`config.mk`:
```
export PLATFORM = sky130hd
export DESIGN_NAME = uart_rx_oversampled
export DESIGN_NICKNAME = d
export VERILOG_FILES = /design/src/rtl/uart_rx_oversampled.sv
export SDC_FILE = /design/constraint.sdc
export NUM_CORES = 1
export LEC_CHECK = 0
export ABC_AREA = 0
export CAP_MARGIN = 20
export CORE_AREA = 2 2 79 81
export DETAILED_ROUTE_END_ITERATION = 6
export DIE_AREA = 0 0 81 83
export PLACE_DENSITY = 0.79
export SYNTH_ARGS = -nofsm -noshare
export SYNTH_HDL_FRONTEND = slang
export SYNTH_SLANG_ARGS = --single-unit
```
`constraint.sdc`:
```
create_clock -name Clk -period 2.82 [get_ports Clk]
set_clock_uncertainty 0.2 [all_clocks]
set_input_delay 0.423 -clock Clk [delete_from_list [all_inputs] [get_ports Clk]]
set_output_delay 0.423 -clock Clk [all_outputs]
set_load 0.01 [all_outputs]
```
`src/rtl/uart_rx_oversampled.sv`:
```
// uart_rx_oversampled: 16x oversampled UART receiver, 7/8/9 majority vote.
// Define PARITY_CHECK_EN to add an even-parity bit ahead of the stop bit.
module uart_rx_oversampled #(
  parameter int DIV_WIDTH  = 12,
  parameter int OVERSAMPLE = 16,
  parameter int DATA_BITS  = 8
) (
  input  logic                 Clk,
  input  logic                 reset,
  input  logic                 rx_in,
  input  logic [DIV_WIDTH-1:0] divisor_in,
  input  logic                 rx_ready,
  output logic [DATA_BITS-1:0] rx_data,
  output logic                 rx_valid,
  output logic                 parity_err,
  output logic                 frame_err,
  output logic                 overrun_err,
  output logic                 busy
);
  localparam int OSW = $clog2(OVERSAMPLE);
  localparam int BCW = $clog2(DATA_BITS);
  localparam logic [OSW-1:0] OS_LAST = OSW'(OVERSAMPLE - 1);
  localparam logic [OSW-1:0] OS_V0 = OSW'(7);
  localparam logic [OSW-1:0] OS_V1 = OSW'(8);
  localparam logic [OSW-1:0] OS_V2 = OSW'(9);
  localparam logic [OSW-1:0] OS_ONE = OSW'(1);
  localparam logic [BCW-1:0] BIT_LAST = BCW'(DATA_BITS - 1);
  localparam logic [BCW-1:0] BIT_ONE = BCW'(1);
  localparam logic [DIV_WIDTH-1:0] DIV_ONE = DIV_WIDTH'(1);

  typedef enum logic [2:0] {
    S_IDLE,
    S_START,
    S_DATA,
`ifdef PARITY_CHECK_EN
    S_PARITY,
`endif
    S_STOP,
    S_BRK
  } state_t;

  state_t state_q, state_d;

  logic                 rx_meta, rxs;
  logic [DIV_WIDTH-1:0] div_lat, div_in_eff, presc;
  logic [OSW-1:0]       os_cnt;
  logic [BCW-1:0]       bit_cnt;
  logic [DATA_BITS-1:0] shreg;
  logic                 os_tick, decide, vote;
  logic                 s7, s8, brk_hi;
  logic                 start_det, shift_en;
  logic                 load_en, ovr_en, frm_en;
`ifdef PARITY_CHECK_EN
  logic                 par_en, par_pend;
`endif

  assign div_in_eff = (divisor_in == '0) ? DIV_ONE : divisor_in;
  assign busy       = (state_q != S_IDLE);
  assign os_tick    = busy && (presc == '0);
  assign decide     = os_tick && (os_cnt == OS_V2);
  assign vote       = (s7 & s8) | (s7 & rxs) | (s8 & rxs);

  always_ff @(posedge Clk) begin
    if (reset) state_q <= S_IDLE;
    else       state_q <= state_d;
  end

  always_comb begin
    state_d   = state_q;
    start_det = 1'b0;
    shift_en  = 1'b0;
    load_en   = 1'b0;
    ovr_en    = 1'b0;
    frm_en    = 1'b0;
`ifdef PARITY_CHECK_EN
    par_en    = 1'b0;
`endif
    unique case (state_q)
      S_IDLE: if (!rxs) begin
        start_det = 1'b1;
        state_d   = S_START;
      end
      S_START: if (decide) state_d = vote ? S_IDLE : S_DATA;
      S_DATA: if (decide) begin
        shift_en = 1'b1;
`ifdef PARITY_CHECK_EN
        if (bit_cnt == BIT_LAST) state_d = S_PARITY;
`else
        if (bit_cnt == BIT_LAST) state_d = S_STOP;
`endif
      end
`ifdef PARITY_CHECK_EN
      S_PARITY: if (decide) begin
        par_en  = 1'b1;
        state_d = S_STOP;
      end
`endif
      // Leave at mid stop bit so a following start edge is not missed
      S_STOP: if (decide) begin
        if (!vote) begin
          frm_en  = 1'b1;
          state_d = S_BRK;
        end else begin
          if (!rx_valid || rx_ready) load_en = 1'b1;
          else                       ovr_en  = 1'b1;
          state_d = S_IDLE;
        end
      end
      S_BRK: if (os_tick && rxs && brk_hi) state_d = S_IDLE;
      default: state_d = S_IDLE;
    endcase
  end

  always_ff @(posedge Clk) begin
    if (reset) begin
      rx_meta <= 1'b1;
      rxs     <= 1'b1;
      div_lat <= DIV_ONE;
      presc   <= '0;
      os_cnt  <= '0;
      bit_cnt <= '0;
      shreg   <= '0;
      s7      <= 1'b1;
      s8      <= 1'b1;
      brk_hi  <= 1'b0;
    end else begin
      rx_meta <= rx_in;
      rxs     <= rx_meta;
      if (!busy) div_lat <= div_in_eff;
      if (start_det) begin
        presc   <= div_in_eff - DIV_ONE;
        os_cnt  <= '0;
        bit_cnt <= '0;
      end else if (busy) begin
        presc <= (presc == '0) ? div_lat - DIV_ONE : presc - DIV_ONE;
        if (os_tick)
          os_cnt <= (os_cnt == OS_LAST) ? '0 : os_cnt + OS_ONE;
      end
      if (os_tick && os_cnt == OS_V0) s7 <= rxs;
      if (os_tick && os_cnt == OS_V1) s8 <= rxs;
      if (shift_en) begin
        shreg   <= {vote, shreg[DATA_BITS-1:1]};
        bit_cnt <= bit_cnt + BIT_ONE;
      end
      // Line must stay high across one whole tick interval to leave BRK
      if (state_q != S_BRK || !rxs) brk_hi <= 1'b0;
      else if (os_tick)             brk_hi <= 1'b1;
    end
  end

  always_ff @(posedge Clk) begin
    if (reset) begin
      rx_data     <= '0;
      rx_valid    <= 1'b0;
      frame_err   <= 1'b0;
      overrun_err <= 1'b0;
    end else begin
      frame_err   <= frm_en;
      overrun_err <= ovr_en;
      if (load_en) begin
        rx_data  <= shreg;
        rx_valid <= 1'b1;
      end else if (rx_ready) begin
        rx_valid <= 1'b0;
      end
    end
  end

`ifdef PARITY_CHECK_EN
  always_ff @(posedge Clk) begin
    if (reset) begin
      par_pend   <= 1'b0;
      parity_err <= 1'b0;
    end else begin
      if (start_det)   par_pend <= 1'b0;
      else if (par_en) par_pend <= vote ^ (^shreg);
      parity_err <= load_en && par_pend;
    end
  end
`else
  assign parity_err = 1'b0;
`endif

endmodule

```
## Yosys cells after proc, flatten, opt, wreduce, memory -nomap -nowiden

Cells that the tools add are included.

- Reductions and logical operators: 23
- Muxes and demuxes: 28
- Bitwise gates (word level): 8
- Equality and inequality tests: 16
- $add $sub $neg: 5

Operators with widths:

| kind | count |
|---|---|
| $mux 12 | 4 |
| $sub 12x1->12 const B | 3 |
| $mux 3 | 9 |
| $logic_not 12->1 | 2 |
| $pmux 3 s5 | 1 |
| $eq 4x4->1 const B | 3 |
| $mux 1 | 12 |
| $ne 2x2->1 const B | 6 |
| $eq 3x2->1 const B | 2 |
| $eq 3x3->1 const B | 2 |
| $logic_and 1x1->1 | 6 |
| $reduce_and 6->1 | 1 |
| $reduce_bool 2->1 | 3 |
| $add 4x1->4 const B | 1 |
| $eq 4x3->1 const B | 1 |
| $mux 4 | 1 |
| $reduce_or 2->1 | 2 |
| $reduce_or 4->1 | 1 |
| $add 3x1->3 const B | 1 |
| $and 1x1->1 | 3 |
| $eq 3x1->1 const B | 1 |
| $logic_not 3->1 | 1 |
| $ne 3x3->1 const B | 1 |
| $not 1->1 | 3 |
| 7 further kinds | 10 |

- Output and inout port bits: 13
- Input bits: 16
- Bits in registers: 58

## Logic depth before layout (Yosys ltp)

Gate-level depths: netlist of run 1.

- Depth in word-level cells: 7
- Mapped depth: 10
- Gate-level depth less buffers: 8

## Worst setup path before layout of run 1

Ideal clock, no wire load.

- Kind: reg2reg
- From: reg state_q[2]
- To: reg presc[9]
- Stages on the path, launching flop included: 8
- Library setup time: 117 ps
- Arrival time: 2537 ps
- Setup slack: -34 ps
- Cells stage by stage: dfxtp_1 -> buf_6 -> nor4_2 -> mux2_2 -> a31oi_1 -> nand3_1 -> or4_1 -> a32o_1

- Longest elaborated chain between the ends: 3
- Elaborated cells between the ends (all ways): 5
- Classes of those cells: 2 x mux; 3 x reduce/logical

Ends and longest elaborated chain:

| item | line | source |
|---|---|---|
| start, declared | 42 | `state_t state_q, state_d;` |
| start signal, assigned | 65 | `else state_q <= state_d;` |
| $logic_not 3->1 | 78 | `unique case (state_q)` |
| $mux 1 | 78 |  |
| $mux 12 or $reduce_bool 2->1 (tied branches) | n/a |  |
| end signal, assigned | 131 | `presc <= div_in_eff - DIV_ONE;` |
| end signal, assigned | 135 | `presc <= (presc == '0) ? div_lat - DIV_ONE : presc - DIV_ONE;` |
| end, declared | 45 | `logic [DIV_WIDTH-1:0] div_lat, div_in_eff, presc;` |

Several ways; a longest one is shown, not always the timed one.
A chain may end at the register's enable or synchronous reset.

## Final worst setup path of run 1

- From: reg state_q[0]
- To: reg presc[7]

The elaborated chain is that of the path after synthesis.

==> metrics.yaml, run 1 <==
worst_setup_path:
  critPathMaxStageDelay_ns: 0.38
  reg2reg_to: "presc[7]$_SDFFE_PP0P_"
  endpoint_kind: "flop"
  crit_path_top_delay_cell: "dfxtp_1"
  r2r_cells: 9
  cp.required_ns: 2.85
  worstSetupStartpointType: "flop"
  cp.arrival_ns: 2.80
  r2r_start: "state_q[0]$_SDFFE_PP0P_"
  critPathKind: "reg -> reg"
  path_max_fanout: 6
  r2r_setup_slack_ns: 0.05
  timing.critical_path.mode_cell: "buf_4"
  cp_top_family: "simple AND/OR/NAND/NOR gates"
  crit_cells: 9
  crit_buf_inv: 3
  crit_chain: "nor4_4 -> buf_4 -> buf_4 -> mux2_2 -> a31oi_2 -> nand3_2 -> buf_4 -> o31a_1 -> or3_1"
placement:
  hpwl_mm: 5.24
  dp_slack_ns: -0.116
  portBuffers: 27
  gp_congestion: 0.922
min_path:
  min_from: "rx_meta$_SDFF_PP1_"
  hold_path_class: "reg -> reg"
  hold_end: "rxs$_SDFF_PP1_"
  hold_depth: 1
global_routing:
  grt_antenna_before_repair: 0
  grt.total_usage: 0.226
  grt_pass1_wl_mm: 11.9
  grt_max_degree: 34
  grt_pass1_vias: 2604
  overflow: 0
logic_synthesis:
  muxShareOfSynthArea: 0.0637
  synth_common_cells: "58 x dfxtp_1, 54 x nand2_1, 30 x a21oi_1"
  syn_nets: 371
  syn_area_um2: 2930
  yosysWarnings: 0
  async_reset_ff_frac: 0
  synth_xor_area_frac: 0.00898
  avgSynthCellArea_um2: 8.39
  yosysTopAreaCellShare: 0.397
  ys_seq_area_frac: 0.397
  yosys_register_bits: 58
  synth_top_family_by_area: "simple AND/OR/NAND/NOR gates"
  yosysMostFrequentCell: "dfxtp_1"
  yosys-top-cells-area: "dfxtp_1 40%, nand2_1 6.9%, a21oi_1 5.1%, mux2i_1 4.4%, nor2_1 3.1%"
  synth-compound-area-share: 0.165
  synthSimpleGateAreaFrac: 0.286
  synth-edff-count: 0
  ys_types: 56
  synth_ff_type: "dfxtp_1"
  synth-adder-area-share: 0.0291
  yosys.area.top_type: "dfxtp_1"
  syn_inst: 349
clock_tree:
  tritoncts: "yes"
  path_clk_slew_ns: 0.07
  ctsHoldBuffers: 0
  clock_latency_ns: 0.34
  cts_buffer_depth: 2
  cts-root-buf: "clkbuf_8"
  h-tree-depth: 3
  cts_sinks: 58
  cts_made_buffers: 9
drt:
  wl_per_cell_um: 14.8
  routed_via_density: 5.81
  drt_wl_total_mm: 7.39
  postRouteAntennaNets: 0
  drtPass1Iterations: 6
  first_iter_violations: 373
  via_count: 2895
  drc: 0
pwr:
  p_sw_frac: 0.340
  p_total_mw: 2.63
  clkPwrFrac: 0.291
  peakVddDrop_uv: 383
  p_comb_frac: 0.369
  power_density_nw_per_um2: 685
  p_switching_uw: 896
  intPower_mw: 1.74
  p_leak_nw: 1.45
  p_seq_frac: 0.340
die:
  ios: 29
  die_x_um: 81
  die-height_um: 83
  initial_core_util: 0.503
  rows: 28
  die_area_um2: 6720
  core_region_area_um2: 5820
sta:
  worst_pin_slew_ns: 0.570
  period_minus_slack_ns: 2.77
  report.final.setup_viol: 0
  slew_viol_final: 0
  relSlewSlack: 0.620
  tns_ns: 0
  final_hold_viol_count: 0
  period_share: 0.983
  whs_ns: 0.219
  timing.fmax_mhz: 361
  worst_slack_ns: 0.0492
run_status:
  outcome: "finished clean"
final_layout:
  antenna_cells: 0
  num-nets-final: 440
  fin_util: 0.661
  drive_above_1_share: 0.232
  syn_to_final_growth_pct: 31.4
job:
  maxCapViolCount: 0
==> cell families after synthesis <==
kind of cell               Yosys count
AOI/OAI and AO/OA                   74
xor gates and xnor gates             3
muxes                               18
buffers and inverters               29
adders and majority gates            7
DFF                                 58
other                                1
and+or+nand+nor                    159
==> layer usage <==
layer | part of all wire | track usage | wire (um)
met1 | 0.42 | 0.280 | 3070
met2 | 0.49 | 0.352 | 3630
met3 | 0.058 | 0.0598 | 432
met4 | 0.035 | 0.123 | 260
met5 | 0 | 0 | 0
==> through the flow <==
| stage | cell area, um2 | cells |
|---|---|---|
| 6_report | 3850 | 498 |
| 5_1_grt | 3850 | 498 |
| 4_1_cts | 3780 | 496 |
| 3_5_place_dp | 3560 | 480 |
| 3_3_place_gp | 3560 | 480 |
| 2_1_floorplan | 2940 | 349 |
==> sequential cells by signal (all words and copies together), names as in the netlist, 3 cells and up <==
name / cells
div_lat: 12
presc: 12
rx_data: 8
shreg: 8
os_cnt: 4
bit_cnt: 3
state_q: 3
==> worst max path at each step <==
stage	to	slack, ns	start
CTS	presc[8]$_SDFFE_PP0P_	0.002	presc[8]$_SDFFE_PP0P_
global route	presc[7]$_SDFFE_PP0P_	-0.05	state_q[0]$_SDFFE_PP0P_
detailed placement	presc[8]$_SDFFE_PP0P_	-0.12	presc[8]$_SDFFE_PP0P_
floorplan	presc[8]$_SDFFE_PP0P_	0.03	presc[8]$_SDFFE_PP0P_
global placement	presc[9]$_SDFFE_PP0P_	-0.05	divisor_in[5]
finish	presc[7]$_SDFFE_PP0P_	0.05	state_q[0]$_SDFFE_PP0P_
==> cell usage in the layout (no fill, tap or decap), types with 7 or more instances in the layout <==
| cell | count |
|---|---|
| nand3_1 | 8 |
| nand2_1 | 54 |
| nor4_1 | 7 |
| dfxtp_1 | 58 |
| nor2_1 | 24 |
| mux2i_1 | 12 |
| clkdlybuf4s50_1 | 26 |
| nor3_1 | 12 |
| a21oi_1 | 30 |
| clkbuf_8 | 9 |
| buf_4 | 53 |
| o21ai_0 | 7 |
==> final cells by class <==
cell class,instances,area (um2)
Fill cell,518,1970
Multi-Input combinational cell,262,1700
Sequential cell,58,1160
Timing Repair Buffer,80,663
Clock buffer,9,124
Tap cell,75,93.8
Clock inverter,7,80.1
Inverter,7,26.3
==> power groups by stage <==
stage	clock network [mW]	logic [mW]	registers, mW
3_3_place_gp	0	0.841	0.908
5_1_grt	0.828	1.04	0.900
3_5_place_dp	0	0.867	0.910
2_1_floorplan	0	0.488	0.913
4_1_cts	0.787	0.894	0.892
6_report	0.767	0.972	0.895
==> timing repair <==
| item | CTS | global route |
|---|---|---|
| endpoints found under the setup margin | 3 | 15 |
| gates cloned | 0 | 0 |
| pin swaps | 2 | 3 |
| setup buffers | 0 | 2 |
| resized for setup | 4 | 11 |
No activity file was read; power rests on OpenSTA's default activity.
==> run 2, diff against run 1 <==
- CORE_AREA: 2 2 79 81 -> 2 2 65 98
- DIE_AREA: 0 0 81 83 -> 0 0 67 100
==> metrics.yaml, run 2 (synthesis gave the netlist of run 1 again) <==
pwr:
  power_density_nw_per_um2: 736
  p_total_mw: 2.83
  peakVddDrop_uv: 429
  p_leak_nw: 1.46
sta:
  slew_viol_final: 0
  whs_ns: 0.234
  timing.fmax_mhz: 353
  period_minus_slack_ns: 2.83
  period_share: 1.00
  report.final.setup_viol: 1
  tns_ns: -0.0121
  final_hold_viol_count: 0
  worst_slack_ns: -0.0121
  rsz0062_at_grt: "true"
  relSlewSlack: 0.580
  worst_pin_slew_ns: 0.630
die:
  core_region_area_um2: 5960
  ios: 29
  die_area_um2: 6700
  die_x_um: 67
  die-height_um: 100
  initial_core_util: 0.491
  rows: 35
clock_tree:
  path_clk_slew_ns: 0.07
  cts_sinks: 58
  cts-root-buf: "clkbuf_8"
  h-tree-depth: 3
  cts_buffer_depth: 2
  clock_latency_ns: 0.35
  ctsHoldBuffers: 0
  tritoncts: "yes"
  cts_made_buffers: 9
final_layout:
  antenna_cells: 0
  num-nets-final: 437
  fin_cells: 494
  drive_above_1_share: 0.238
  fill_cells: 518
  final_cell_mix: "56 x dfxtp_1, 54 x nand2_1, 49 x buf_4, 30 x a21oi_1, 26 x clkdlybuf4s50_1"
  top_regs: "div_lat (12), presc (12)"
  fin_util: 0.646
  layout.area.seq_um2: 1160
  multi_input_area_um2: 1700
  layout_commonest_cell: "dfxtp_1"
  syn_to_final_growth_pct: 31.6
min_path:
  hold_path_class: "reg -> reg"
job:
  maxCapViolCount: 0
global_routing:
  grt_pass1_wl_mm: 13.1
  grt_antenna_before_repair: 0
  grt_max_degree: 56
  overflow: 0
  grt_pass1_vias: 2890
  grt.total_usage: 0.257
drt:
  first_iter_violations: 209
  drc: 0
  drt_wl_total_mm: 7.93
  drtPass1Iterations: 5
  via_count: 2906
  postRouteAntennaNets: 0
  routed_via_density: 5.88
  wl_per_cell_um: 16.1
run_status:
  violations: "negative setup slack"
  outcome: "finished with violations"
worst_setup_path:
  critPathKind: "reg -> reg"
  reg2reg_to: "presc[7]$_SDFFE_PP0P_"
  worstSetupStartpointType: "flop"
  cp.required_ns: 2.85
  startpoint: "presc[8]$_SDFFE_PP0P_"
  endpoint_kind: "flop"
  path_max_fanout: 3
  r2r_setup_slack_ns: -0.01
  r2r_cells: 6
  endpoint: "presc[7]$_SDFFE_PP0P_"
  r2r_start: "presc[8]$_SDFFE_PP0P_"
  cp.arrival_ns: 2.86
placement:
  gp_congestion: 0.916
  portBuffers: 27
  hpwl_mm: 5.55
  dp.cells: 475
[run 2: cell count changes in the layout (fill, tap and decap cells not counted), moves of 2 or more]
cell	change
dfxtp_1	-2
o311ai_1	+2
dfxtp_2	+2
buf_4	-4
o311ai_0	-2
clkinv_4	-4
[run 2: final cells by class]
class / instances / share of cell area
multi-input cells: 262 / 0.441
flip-flops and latches: 58 / 0.302
repair buffers: 77 / 0.167
clock buffers: 10 / 0.0357
well taps: 74 / 0.0240
clock inverters: 6 / 0.0231
inverters: 7 / 0.00682
[run 2: how the worst min path moves through the flow]
stage                                   from              to  slack, ns  cells after the start
after global routing      rx_meta$_SDFF_PP1_  rxs$_SDFF_PP1_       0.26                      1
after CTS                 rx_meta$_SDFF_PP1_  rxs$_SDFF_PP1_       0.24                      1
after global placement    rx_meta$_SDFF_PP1_  rxs$_SDFF_PP1_       0.20                      1
after detailed placement  rx_meta$_SDFF_PP1_  rxs$_SDFF_PP1_       0.21                      1
final                     rx_meta$_SDFF_PP1_  rxs$_SDFF_PP1_       0.23                      1
after floorplan           rx_meta$_SDFF_PP1_  rxs$_SDFF_PP1_       0.19                      1
[run 2: critical path, cell delays in order, from the launching register on]
cell and delay (ns):
dfxtp_1 0.33, or4_4 0.54, or4_4 0.59, buf_4 0.18
o311ai_1 0.41, nor4_1 0.10, or3_1 0.37
[run 2: routing by layer]
metal / wire length (um) / share of wire / track usage / vias to the layer above
met1: 3010 / 0.38 / 0.277 / 1369
met5: 0 / 0 / 0 / -
li1: - / - / - / 1401
met3: 389 / 0.049 / 0.0639 / 40
met4: 425 / 0.054 / 0.155 / 0
met2: 4110 / 0.52 / 0.440 / 96
[run 2: report_power, final]
group / leakage (nW) / total (mW) / internal (mW) / switching [mW]
registers: 0.472 / 0.897 / 0.862 / 0.0348
logic: 0.878 / 1.07 / 0.519 / 0.547
clock network: 0.109 / 0.870 / 0.522 / 0.348
total: 1.46 / 2.83 / 1.90 / 0.930
[run 2: per-stage QoR]
stage          setup slack [ns]  cell area [um2]
2_1_floorplan            0.0302             2940
3_3_place_gp            -0.0348             3530
3_5_place_dp            -0.0851             3530
4_1_cts                0.000340             3790
5_1_grt                 -0.0311             3850
6_report                -0.0121             3850
[run 2: timing repair]
action | in CTS | in global routing
pin swaps | 3 | 2
endpoints found under the setup margin | 3 | 18
gates resized for setup | 6 | 16
buffers inserted | 2 | 1
==> run 3, diff against run 2 <==
- GPL_ROUTABILITY_DRIVEN: not set -> 0
==> metrics.yaml, run 3 (synthesis gave the netlist of run 1 again) <==
pwr:
  peakVddDrop_uv: 485
  p_seq_frac: 0.331
  power_density_nw_per_um2: 708
  p_sw_frac: 0.321
  p_leak_nw: 1.45
  intPower_mw: 1.84
  clkPwrFrac: 0.314
  p_switching_uw: 867
  p_comb_frac: 0.355
  p_total_mw: 2.70
worst_setup_path:
  reg2reg_to: "presc[9]$_SDFFE_PP0P_"
  cp.arrival_ns: 2.80
  endpoint_kind: "flop"
  path_max_fanout: 4
  r2r_start: "presc[1]$_SDFFE_PP0P_"
  cp.required_ns: 2.86
  r2r_cells: 7
  critPathKind: "reg -> reg"
  endpoint: "presc[9]$_SDFFE_PP0P_"
  r2r_setup_slack_ns: 0.06
  startpoint: "presc[1]$_SDFFE_PP0P_"
  worstSetupStartpointType: "flop"
global_routing:
  grt.total_usage: 0.256
  grt_max_degree: 35
  grt_antenna_before_repair: 0
  grt_pass1_vias: 2897
  grt_pass1_wl_mm: 13.0
  overflow: 0
placement:
  hpwl_mm: 5.48
  portBuffers: 27
  placed_cell_area_um2: 3530
clock_tree:
  cts-root-buf: "clkbuf_8"
  h-tree-depth: 3
  ctsHoldBuffers: 0
  tritoncts: "yes"
  cts_buffer_depth: 2
  clock_latency_ns: 0.34
  cts_made_buffers: 9
  path_clk_slew_ns: 0.07
  cts_sinks: 58
sta:
  final_hold_viol_count: 0
  timing.fmax_mhz: 362
  whs_ns: 0.215
  relSlewSlack: 0.658
  period_share: 0.980
  rsz0062_at_grt: "true"
  period_minus_slack_ns: 2.76
  slew_viol_final: 0
  worst_pin_slew_ns: 0.508
  report.final.setup_viol: 0
drt:
  first_iter_violations: 240
  drc: 0
  routed_via_density: 5.90
  postRouteAntennaNets: 0
  drt_wl_total_mm: 7.86
  via_count: 2917
  wl_per_cell_um: 15.9
  drtPass1Iterations: 5
job:
  maxCapViolCount: 0
run_status:
  outcome: "finished clean"
final_layout:
  multi_input_area_um2: 1680
  layout.area.seq_um2: 1160
  syn_to_final_growth_pct: 30.5
  num-nets-final: 437
  drive_above_1_share: 0.217
  layout_commonest_cell: "dfxtp_1"
  antenna_cells: 0
  final_cell_mix: "58 x dfxtp_1, 54 x nand2_1, 49 x buf_4, 30 x a21oi_1, 26 x clkdlybuf4s50_1"
  fill_cells: 510
  fin_area_um2: 3820
  top_regs: "div_lat (12), presc (12)"
  fin_util: 0.641
die:
  die_area_um2: 6700
  ios: 29
  core_region_area_um2: 5960
  die_x_um: 67
  die-height_um: 100
  rows: 35
  initial_core_util: 0.491
min_path:
  hold_depth: 1
  hold_path_class: "reg -> reg"
[run 3: changes by cell type in the layout (fill, tap and decap cells not counted), moves of 2 or more]
cell / change
o311ai_0: +3
o311ai_1: -3
a31oi_1: +2
a31oi_2: -2
dfxtp_1: +2
dfxtp_2: -2
[run 3: power groups by stage]
stage	Combinational [mW]	Clock, mW	Sequential, mW
after global placement	0.869	0	0.908
after CTS	0.902	0.863	0.891
after floorplan	0.488	0	0.913
after global routing	1.04	0.898	0.897
after detailed placement	0.892	0	0.909
final	0.960	0.849	0.893
[run 3: final cells by class]
type,instances,share of cell area
clock buffers,11,0.0370
repair buffers,77,0.169
flip-flops and latches,58,0.304
inverters,7,0.00688
multi-input cells,262,0.439
clock inverters,5,0.0203
well taps,74,0.0242
[run 3: routing by layer]
layer | GRT usage | up-vias | share of wire
met2 | 0.428 | 109 | 0.51
met1 | 0.269 | 1366 | 0.37
li1 | - | 1403 | -
met4 | 0.177 | 0 | 0.061
met3 | 0.0717 | 39 | 0.051
met5 | 0 | - | 0
[run 3: worst min-delay path by stage]
stage	startpoint	to	slack [ns]
2_1_floorplan	rx_meta$_SDFF_PP1_	rxs$_SDFF_PP1_	0.19
3_3_place_gp	rx_meta$_SDFF_PP1_	rxs$_SDFF_PP1_	0.20
3_5_place_dp	rx_meta$_SDFF_PP1_	rxs$_SDFF_PP1_	0.20
4_1_cts	rx_meta$_SDFF_PP1_	rxs$_SDFF_PP1_	0.21
5_1_grt	rx_meta$_SDFF_PP1_	rxs$_SDFF_PP1_	0.24
6_report	rx_meta$_SDFF_PP1_	rxs$_SDFF_PP1_	0.22
[run 3: per-stage QoR]
stage	TNS, ns	worst slack, ns	instances
floorplan	0	0.0302	349
CTS	-0.00918	-0.00551	491
global placement	-0.117	-0.0615	475
global route	0	0.00197	494
detailed placement	-0.207	-0.0932	475
finish	0	0.0562	494
[run 3: what timing repair did]
action,4_1_cts,5_1_grt
pin swaps,0,4
endpoints found under the setup margin,1,20
gates cloned,0,0
setup buffers,0,3
resized for setup,1,10
[run 3: worst max-delay path, stage by stage, from the launching register on]
cell and delay (ns):
dfxtp_1 0.31, or4_4 0.54, or4_4 0.59, nor2_4 0.13, buf_4 0.13, a221oi_1 0.08, or4_1 0.42, a32o_1 0.25
